File: src/rtl/koder64.sv
// Iterative TEA block encryptor: one full TEA cycle (both halves) per enabled clock.
// start/ena/rdy handshake mirrors dekoder64; res holds until the next block completes.
module koder64 #(
  parameter int unsigned ROUNDS = 32,
  parameter logic [31:0] DELTA  = 32'h9E3779B9
) (
  input  logic         clk,
  input  logic         rst,
  input  logic         start,
  input  logic         ena,
  input  logic [63:0]  data,
  input  logic [127:0] key,
  output logic [63:0]  res,
  output logic         rdy
);

  localparam int unsigned W  = 32;
  localparam int unsigned CW = 8;
  localparam int unsigned BW = 64;
  localparam logic [CW-1:0] LAST = CW'(ROUNDS - 1);

  typedef enum logic {IDLE, RUN} state_t;

  state_t        state, state_nxt;
  logic [W-1:0]  v0, v1, sum, k0, k1, k2, k3;
  logic [W-1:0]  v0_nxt, v1_nxt, sum_nxt, k0_nxt, k1_nxt, k2_nxt, k3_nxt;
  logic [CW-1:0] cnt, cnt_nxt;
  logic [BW-1:0] res_nxt;
  logic          rdy_nxt;
  logic [W-1:0]  sum_rnd, v0_rnd, v1_rnd;

  // One TEA cycle; the v1 half uses the freshly updated v0.
  always_comb begin
    sum_rnd = sum + DELTA;
    v0_rnd  = v0 + (((v1 << 4) + k0) ^ (v1 + sum_rnd) ^ ((v1 >> 5) + k1));
    v1_rnd  = v1 + (((v0_rnd << 4) + k2) ^ (v0_rnd + sum_rnd) ^ ((v0_rnd >> 5) + k3));
  end

  always_comb begin
    state_nxt = state;
    v0_nxt    = v0;
    v1_nxt    = v1;
    sum_nxt   = sum;
    k0_nxt    = k0;
    k1_nxt    = k1;
    k2_nxt    = k2;
    k3_nxt    = k3;
    cnt_nxt   = cnt;
    res_nxt   = res;
    rdy_nxt   = 1'b0;
    case (state)
      IDLE: begin
        if (start) begin
          v0_nxt    = data[63:32];
          v1_nxt    = data[31:0];
          k0_nxt    = key[127:96];
          k1_nxt    = key[95:64];
          k2_nxt    = key[63:32];
          k3_nxt    = key[31:0];
          sum_nxt   = '0;
          cnt_nxt   = '0;
          state_nxt = RUN;
        end
      end
      RUN: begin
        if (ena) begin
          v0_nxt  = v0_rnd;
          v1_nxt  = v1_rnd;
          sum_nxt = sum_rnd;
          cnt_nxt = cnt + CW'(1);
          if (cnt == LAST) begin
            res_nxt   = {v0_rnd, v1_rnd};
            rdy_nxt   = 1'b1;
            state_nxt = IDLE;
          end
        end
      end
      default: state_nxt = IDLE;
    endcase
  end

  always_ff @(posedge clk or posedge rst) begin
    if (rst) begin
      state <= IDLE;
      v0    <= '0;
      v1    <= '0;
      sum   <= '0;
      k0    <= '0;
      k1    <= '0;
      k2    <= '0;
      k3    <= '0;
      cnt   <= '0;
      res   <= '0;
      rdy   <= 1'b0;
    end else begin
      state <= state_nxt;
      v0    <= v0_nxt;
      v1    <= v1_nxt;
      sum   <= sum_nxt;
      k0    <= k0_nxt;
      k1    <= k1_nxt;
      k2    <= k2_nxt;
      k3    <= k3_nxt;
      cnt   <= cnt_nxt;
      res   <= res_nxt;
      rdy   <= rdy_nxt;
    end
  end

endmodule
File: config.mk
export PLATFORM = sky130hd
export DESIGN_NAME = koder64
export DESIGN_NICKNAME = d
export VERILOG_FILES = /design/src/rtl/koder64.sv
export SDC_FILE = /design/constraint.sdc
export NUM_CORES = 1
export LEC_CHECK = 0
export CAP_MARGIN = 20
export CORE_MARGIN = 3
export CORE_UTILIZATION = 57
export DETAILED_ROUTE_END_ITERATION = 16
export DONT_BUFFER_PORTS = 1
export PLACE_DENSITY = 0.84
export SETUP_SLACK_MARGIN = 0.2
export SLEW_MARGIN = 0
export SYNTH_ARGS = -nofsm -noshare
export SYNTH_HDL_FRONTEND = slang
export SYNTH_SLANG_ARGS = --single-unit
File: constraint.sdc
create_clock -name clk -period 9.4 [get_ports clk]
set_input_delay 1.88 -clock clk [delete_from_list [all_inputs] [get_ports clk]]
set_output_delay 1.88 -clock clk [all_outputs]
set_load 0.01 [all_outputs]
## Word-level counts from Yosys, hierarchy flattened

Index checks and enable logic that the tools add are counted.

- Bits in registers: 298
- Word-level logic and storage cells: 51
- Output and inout bits: 65

- Muxes and demuxes: 19
- Add/sub/neg operators: 10
- Eq/ne operators: 3
- Bitwise logic cells: 5
- Reduce and logical (&&, ||, !) cells: 3

Operators with widths:

| kind | count |
|---|---|
| adder 32 bit | 6 |
| 2-to-1 mux 32 bit | 6 |
| case mux 32 bit (2 select lines) | 3 |
| XOR 32 bit | 4 |
| adder 27 x 32 -> 32 bit | 2 |
| adder 32 bit, second input constant | 1 |
| 2-to-1 mux 8 bit | 2 |
| case mux 8 bit (2 select lines) | 1 |
| adder 8 x 1 -> 8 bit, second input constant | 1 |
| equality test 8 x 5 -> 1 bit, second input constant | 1 |
| 2-to-1 mux 1 bit | 6 |
| inequality test 2 bit, second input constant | 2 |
| AND reduction 2 bit | 2 |
| AND reduction 3 bit | 1 |
| case mux 1 bit (2 select lines) | 1 |
| inverter 1 bit | 1 |

## Longest topological paths before layout

Gate-level depths: netlist (run 1).

- Depth after elaboration: 11
- Gate-level depth with buffers: 47
- Mapped depth without buffers: 46

## Least setup slack after synthesis (run 1)

No wires, ideal clock.

- Path kind: register -> register
- Start point: register sum[2]
- End point: register v1[31]
- Arrival: 8479 ps
- Data required time: 9274 ps
- Path slack: 795 ps
- Library setup time: 126 ps
- Cell stages (with the launch flop): 45
- Path through: dfrtp_1 -> and3_2 -> clkbuf_1 -> o41ai_1 -> nand2_1 -> and3_1 -> xnor2_1 -> ha_1 -> xor2_1 -> xnor2_1 -> xnor2_1 -> xnor2_1 -> xnor2_1 -> ha_1 -> a21oi_1 -> o21ai_0 -> a21o_1 -> or3_1 -> (+9 left out) -> nor2_1 -> o21ai_0 -> or2_2 -> a21oi_1 -> o21ai_0 -> a21boi_0 -> xnor2_1 -> ha_1 -> a21oi_1 -> nand3_1 -> a21o_1 -> a31oi_1 -> o21ai_0 -> nand4_1 -> nand4b_1 -> xnor2_1 -> xnor2_1 -> a21oi_1

- Word-level cells in the longest chain between the ends: 11
- Elaborated cells on any way between the ends: 13
- Those cells by class: add/sub: 7; mux: 2; bitwise: 4

RTL lines:

| element | RTL line | text |
|---|---|---|
| start: declaration | 25 | `logic [W-1:0] v0, v1, sum, k0, k1, k2, k3;` |
| start signal: assignment | 99 | `sum <= sum_nxt;` |
| adder 32 bit * | 34 | `sum_rnd = sum + DELTA;` |
| adder 32 bit * | 35 | `v0_rnd = v0 + (((v1 << 4) + k0) ^ (v1 + sum_rnd) ^ ((v1 >> 5) + k1));` |
| XOR 32 bit * (2 in a row) | 35 |  |
| adder 32 bit * | 35 |  |
| net v0_rnd[16] | 30 | `logic [W-1:0] sum_rnd, v0_rnd, v1_rnd;` |
| adder 32 bit | 36 | `v1_rnd = v1 + (((v0_rnd << 4) + k2) ^ (v0_rnd + sum_rnd) ^ ((v0_rnd >> 5) + k3));` |
| XOR 32 bit | 36 |  |
| XOR 32 bit * | 36 |  |
| adder 32 bit * | 36 |  |
| 2-to-1 mux 32 bit * | 66 | `if (ena) begin` |
| case mux 32 bit (2 select lines) * | 51 | `case (state)` |
| end signal: assignment | 98 | `v1 <= v1_nxt;` |
| end: declaration | 25 |  |

Mark *: on every way through the listed nets, which the timed path passes. The rest lies on a longest branch. The select of a mux whose other input is x is not followed.
A chain may end at the register's enable or synchronous reset.

## Final worst setup path (run 1)

- Start point: register sum[0]
- End point: register v1[29]

The elaborated chain is that of the path after synthesis.

==> results.sh, run 1 <==
export IMPL_die_area_um2=45320
export IMPL_cts_buffers=34
export IMPL_slowest_delay_ps=490
export IMPL_tightest_slew_ps=949.8
export IMPL_core_area_um2=42130
export IMPL_yosys_warnings=0
export IMPL_cts_root_buffer="clkbuf_16"
export IMPL_setup_viol=0
export IMPL_grt_max_degree=90
export IMPL_clkLatencyLatePin_ps=560
export IMPL_seq_area_frac_synth=0.3057
export IMPL_cp_start_kind="register"
export IMPL_clk_path_buf_depth=3
export IMPL_critPathArrivalTime_ps=9350
export IMPL_fin_crit_sh=0.9486
export IMPL_layout_drive_gt1_share=0.1541
export IMPL_synth_area_leader_cell="dfrtp_1"
export IMPL_crit_buf_inv=4
export IMPL_met3_usage=0.08037
export IMPL_grt_pass1_vias=22040
export IMPL_end_kind="register"
export IMPL_rows=75
export IMPL_cap_violations=0
export IMPL_cts_max_level=2
export IMPL_netlist_area_leader_share=0.3057
export IMPL_ys_top_cells_by_area="dfrtp_1 (31%), ha_1 (13%), xnor2_1 (11%)"
export IMPL_async_reset_ff_frac=1.000
export IMPL_final_hold_viol_count=0
export IMPL_top_usage_layer="met2"
export IMPL_synth_common_cells="nand2_1 (559), xnor2_1 (313), dfrtp_1 (298)"
export IMPL_diodes=0
export IMPL_start_util=0.5790
export IMPL_fillerInstances=3404
export IMPL_numPortBuffers=0
export IMPL_maxSlewHeadroom=0.3585
export IMPL_synth_edf_count=0
export IMPL_cp_top_family="compound AO/OA/AOI/OAI gates"
export IMPL_first_iter_violations=2424
export IMPL_cts_clk_slew_worst_paths_ps=60
export IMPL_die_h_um=212.9
export IMPL_avgSynthCellArea_um2=8.585
export IMPL_min_period_ps=8917
export IMPL_syn_area_um2=24400
export IMPL_crit_path_top_delay_cell="a2111o_1"
export IMPL_clock_skew_ps=17.26
export IMPL_cts_tree="built"
export IMPL_hold_class="register to register"
export IMPL_via_per_inst=6.358
export IMPL_overflow=0
export IMPL_final_nets=3471
export IMPL_firstDrtPassIters=5
export IMPL_cts_sinks=298
export IMPL_final_util=0.6720
export IMPL_postRouteAntennaNets=0
export IMPL_antenna_found_initial=3
export IMPL_path_class="register to register"
export IMPL_status="complete, no violations"
export IMPL_drc=0
export IMPL_gr_usage_all_layers=0.3697
export IMPL_synth_cells=2842
export IMPL_use_met2=0.5542
export IMPL_fmax_mhz=112.2
export IMPL_slew_viol_final=0
export IMPL_wl_um=86160
export IMPL_vias=22780
export IMPL_dp_hpwl_um=67220
export IMPL_yosysUniqueCellTypes=89
export IMPL_yosys_register_bits=298
export IMPL_path_common_cell="xnor2_1"
export IMPL_cp_required_ps=9830
export IMPL_gp_congestion=0.9997
export IMPL_fin_tns_setup_ps=0
export IMPL_synth_ff_type="dfrtp_1"
export IMPL_area_growth_pct=16.06
export IMPL_chipWidth_um=212.9
export IMPL_worstPathMaxFanout=6
export IMPL_grt_use_met1=0.5423
export IMPL_syn_nets=3295
export IMPL_yosysMostFrequentCell="nand2_1"
export IMPL_ios=261
export IMPL_grt_pass1_wl_um=128400
export IMPL_routedWlPerCell_um=24.05
export IMPL_rsz0062_at_grt="yes"
flip-flops by register name, indices dropped and copies added (netlist names):
register,cells
k1,32
rdy,1
v1,32
k2,32
k0,32
v0,32
state,1
res,64
sum,32
k3,32
cnt,8
repair_timing:
| item | 4_1_cts | 5_1_grt |
|---|---|---|
| setup endpoints to repair | 14 | 30 |
| hold buffers | 0 | 0 |
| pin swaps | 3 | 48 |
| gates cloned | 0 | 0 |
| buffers inserted | 1 | 20 |
| resized for setup | 12 | 135 |
per-stage QoR:
stage | cells | hold slack, ps | setup WS [ps] | instance area [um^2]
2_1_floorplan | 2842 | 449.4 | 794.9 | 24400
3_3_place_gp | 3500 | 469.0 | 146.9 | 26250
4_1_cts | 3563 | 489.4 | 213.3 | 27530
6_report | 3583 | 485.7 | 483.4 | 28320
5_1_grt | 3583 | 513.3 | 114.0 | 28320
3_5_place_dp | 3500 | 471.2 | -84.06 | 26250
area by class of cell:
class	count	area (um^2)	share of cell area
sequential	298	7461	0.2635
multi-input combinational	2381	16980	0.5995
clock buffer	47	1013	0.03579
inverter	76	289.0	0.01021
clock inverter	15	195.2	0.006893
tap	539	674.4	0.02382
timing repair buffer	227	1708	0.06032
routing by layer:
layer / part of all wire / wire length, um
met1: 0.43 / 37420
met2: 0.43 / 36690
met3: 0.11 / 9670
met4: 0.027 / 2355
met5: 0.00030 / 26
placed cells by master (no fill, tap or decap), types with 8 or more instances in the layout:
| cell | instances |
|---|---|
| xnor2_2 | 17 |
| o21ai_2 | 9 |
| a22oi_1 | 9 |
| nand2_1 | 557 |
| nand3_1 | 52 |
| a211oi_1 | 30 |
| ha_4 | 8 |
| nand2b_1 | 25 |
| nor2_1 | 108 |
| xnor2_1 | 297 |
| fa_1 | 8 |
| inv_1 | 69 |
| a21oi_1 | 206 |
| mux2_2 | 36 |
| and2_1 | 9 |
| ha_1 | 234 |
| buf_4 | 226 |
| clkbuf_16 | 37 |
| o21ai_1 | 20 |
| a21oi_2 | 25 |
| o21a_1 | 27 |
| nor2b_1 | 38 |
| o31ai_1 | 17 |
| nand4_1 | 22 |
| a21o_1 | 104 |
| a221o_1 | 19 |
| nor3_1 | 21 |
| and3_1 | 19 |
| xor2_1 | 59 |
| and3b_1 | 15 |
| a31oi_1 | 20 |
| o21bai_1 | 38 |
| dfrtp_1 | 295 |
| o211ai_1 | 11 |
| mux2i_1 | 15 |
| xor2_2 | 9 |
| a22o_1 | 17 |
| o21ai_0 | 148 |
worst register-to-register path: cells and delay by family, from the launching register on:
kind	cells	cell delay, ps
xor gates and xnor gates	9	1460
adders and majority gates	5	1320
buffers and inverters	4	640
and+or+nand+nor	6	690
AOI/OAI and AO/OA	20	4210
DFF	1	450
cells by family after synthesis:
family / Yosys count / share of synthesized area
AOI/OAI and AO/OA: 769 / 0.2016
xor gates and xnor gates: 386 / 0.1401
adders and majority gates: 257 / 0.1343
buffers and inverters: 163 / 0.02800
DFF: 298 / 0.3057
muxes: 52 / 0.02318
and+or+nand+nor: 917 / 0.1672
final timing paths:
| path | startpoint | endpoint | slack (ps) | cells past startpoint |
|---|---|---|---|---|
| max | sum[0] | v1[29] | 480 | 44 |
| min | k2[30] | k2[30] | 490 | 2 |
| max reg2reg | sum[0] | v1[29] | 480 | 44 |
| min reg2reg | k2[30] | k2[30] | 490 | 2 |
| max in group asynchronous | rst | k3[16] | 6030 | 3 |
| min in group asynchronous | rst | state | 1240 | 1 |
Power of run 1 is not shown: default switching activity piles up to over one toggle a cycle in this logic, so the estimate is an artifact.
==> run 2, diff against run 1 <==
Settings changed: CORE_UTILIZATION 57 to 60, PLACE_DENSITY 0.84 to 0.88.
==> results.sh, run 2 (same netlist as run 1, synthesis figures left out) <==
export IMPL_top_register="res"
export IMPL_routedWlPerCell_um=23.81
export IMPL_first_iter_violations=2637
export IMPL_clock_skew_ps=24.70
export IMPL_cts_sinks=298
export IMPL_cts_max_level=2
export IMPL_grt_max_degree=93
export IMPL_via_per_inst=6.431
export IMPL_final_nets=3511
export IMPL_r2r_cells=44
export IMPL_critPathArrivalTime_ps=9360
export IMPL_largest_reg_flops=64
export IMPL_drc=0
export IMPL_clkLatencyLatePin_ps=560
export IMPL_worstPathMaxFanout=6
export IMPL_final_hold_viol_count=0
export IMPL_highest_layer="met5"
export IMPL_cp_top_family="compound AO/OA/AOI/OAI gates"
export IMPL_cts_buffers=35
export IMPL_mostFrequentLayoutCells="nand2_1 (556), xnor2_1 (302), dfrtp_1 (296), buf_4 (264), ha_1 (237)"
export IMPL_vias=23200
export IMPL_hold_worst_slack_ps=482.6
export IMPL_stdcell_area_um2=28540
export IMPL_wl_met1_um=35700
export IMPL_grt_pass1_wl_um=128300
export IMPL_ios=261
export IMPL_clk_path_buf_depth=3
export IMPL_path_common_cell="xnor2_1"
export IMPL_rr_startpoint="sum[1]"
export IMPL_ff2ff_setup_slack_ps=430
export IMPL_hold_class="register to register"
export IMPL_cts_tree="built"
export IMPL_crit_path_top_delay_cell="a2111o_1"
export IMPL_cts_root_buffer="clkbuf_16"
export IMPL_slew_viol_final=0
export IMPL_maxSlewHeadroom=0.3239
export IMPL_postRouteAntennaNets=0
export IMPL_slowest_delay_ps=470
export IMPL_path_depth=44
export IMPL_min_period_ps=8971
export IMPL_rows=73
export IMPL_core_area_um2=39910
export IMPL_rsz0062_at_grt="yes"
export IMPL_route_met3_wl_um=10460
export IMPL_layout_drive_gt1_share=0.1577
export IMPL_end_kind="register"
export IMPL_gp_congestion=1.012
export IMPL_tightest_slew_ps=1014
export IMPL_final_common_cell="nand2_1"
export IMPL_chipWidth_um=207.6
export IMPL_die_h_um=207.6
export IMPL_die_area_um2=43120
export IMPL_min_path_cells=2
export IMPL_ctsHoldBuffers=0
export IMPL_cap_violations=0
export IMPL_cp_required_ps=9790
export IMPL_dp_cells=3516
export IMPL_cp_start_kind="register"
export IMPL_crit_start="sum[1]"
export IMPL_wl_um=85870
export IMPL_place_area_um2=26470
export IMPL_crit_buf_inv=4
export IMPL_status="complete, no violations"
export IMPL_fmax_mhz=111.5
export IMPL_met2_length_um=36600
export IMPL_area_growth_pct=16.96
export IMPL_firstDrtPassIters=6
export IMPL_grt_pass1_vias=22390
export IMPL_gr_usage_all_layers=0.3789
export IMPL_fin_crit_sh=0.9544
export IMPL_layout_cells_non_filler=3607
export IMPL_cts_clk_slew_worst_paths_ps=60
export IMPL_setup_viol=0
export IMPL_start_util=0.6112
export IMPL_overflow=0
export IMPL_min_delay_start="k0[29]"
export IMPL_antenna_found_initial=7
export IMPL_dp_hpwl_um=65890
export IMPL_path_class="register to register"
export IMPL_numPortBuffers=0
-- run 2: cell types whose count changed in the layout (fill, tap and decap cells not counted), sizes merged --
cell      before  now
inv           75   76
clkinv         6    3
clkbuf        47   48
clkinvlp       6    3
bufinv         4    6
diode          0    1
buf          227  266
-- run 2: layout make-up --
type | instances | area [um^2]
clock inverters | 12 | 222.7
inverters | 76 | 289.0
fillers | 3001 | 11380
flip-flops and latches | 298 | 7460
multi-input cells | 2381 | 16870
repair buffers | 266 | 2022
clock buffers | 48 | 1015
well taps | 525 | 656.9
diodes | 1 | 2.502
-- run 2: through the flow --
step,setup slack (ps),setup TNS [ps],utilization
floorplan,794.9,0,-
global placement,35.34,0,0.6633
detailed placement,-23.81,-23.81,0.6633
CTS,209.3,0,0.6956
global route,4.857,0,0.7149
finish,428.7,0,0.7149
-- run 2: repair_timing --
action                                  4_1_cts  5_1_grt
pin swaps                                     1       55
resized for setup                             8      116
endpoints found under the setup margin       15       30
setup buffers                                 2       27
-- run 2: worst register-to-register path, delay by kind of cell, from the launching register on --
| kind | cells | cell delay, ps |
|---|---|---|
| flops | 1 | 450 |
| fa+ha+maj | 5 | 1410 |
| simple gates | 10 | 1080 |
| compound gates | 16 | 3310 |
| buf+inv | 4 | 700 |
| xor+xnor | 9 | 1880 |
-- run 2: metal layers --
metal / track usage / up-vias
li1: - / 10440
met1: 0.5298 / 11230
met2: 0.5658 / 1300
met3: 0.1135 / 220
met4: 0.1244 / 8
met5: 0 / -
-- run 2: final timing paths --
| kind | to |
|---|---|
| worst max register to register | v1[31] |
| worst min-delay path | k0[29] |
| min in group asynchronous | v0[30] |
| max in group asynchronous | v1[12] |
| worst min register to register | k0[29] |
| worst max-delay path | v1[31] |
Power of run 2 is left out for the same reason.
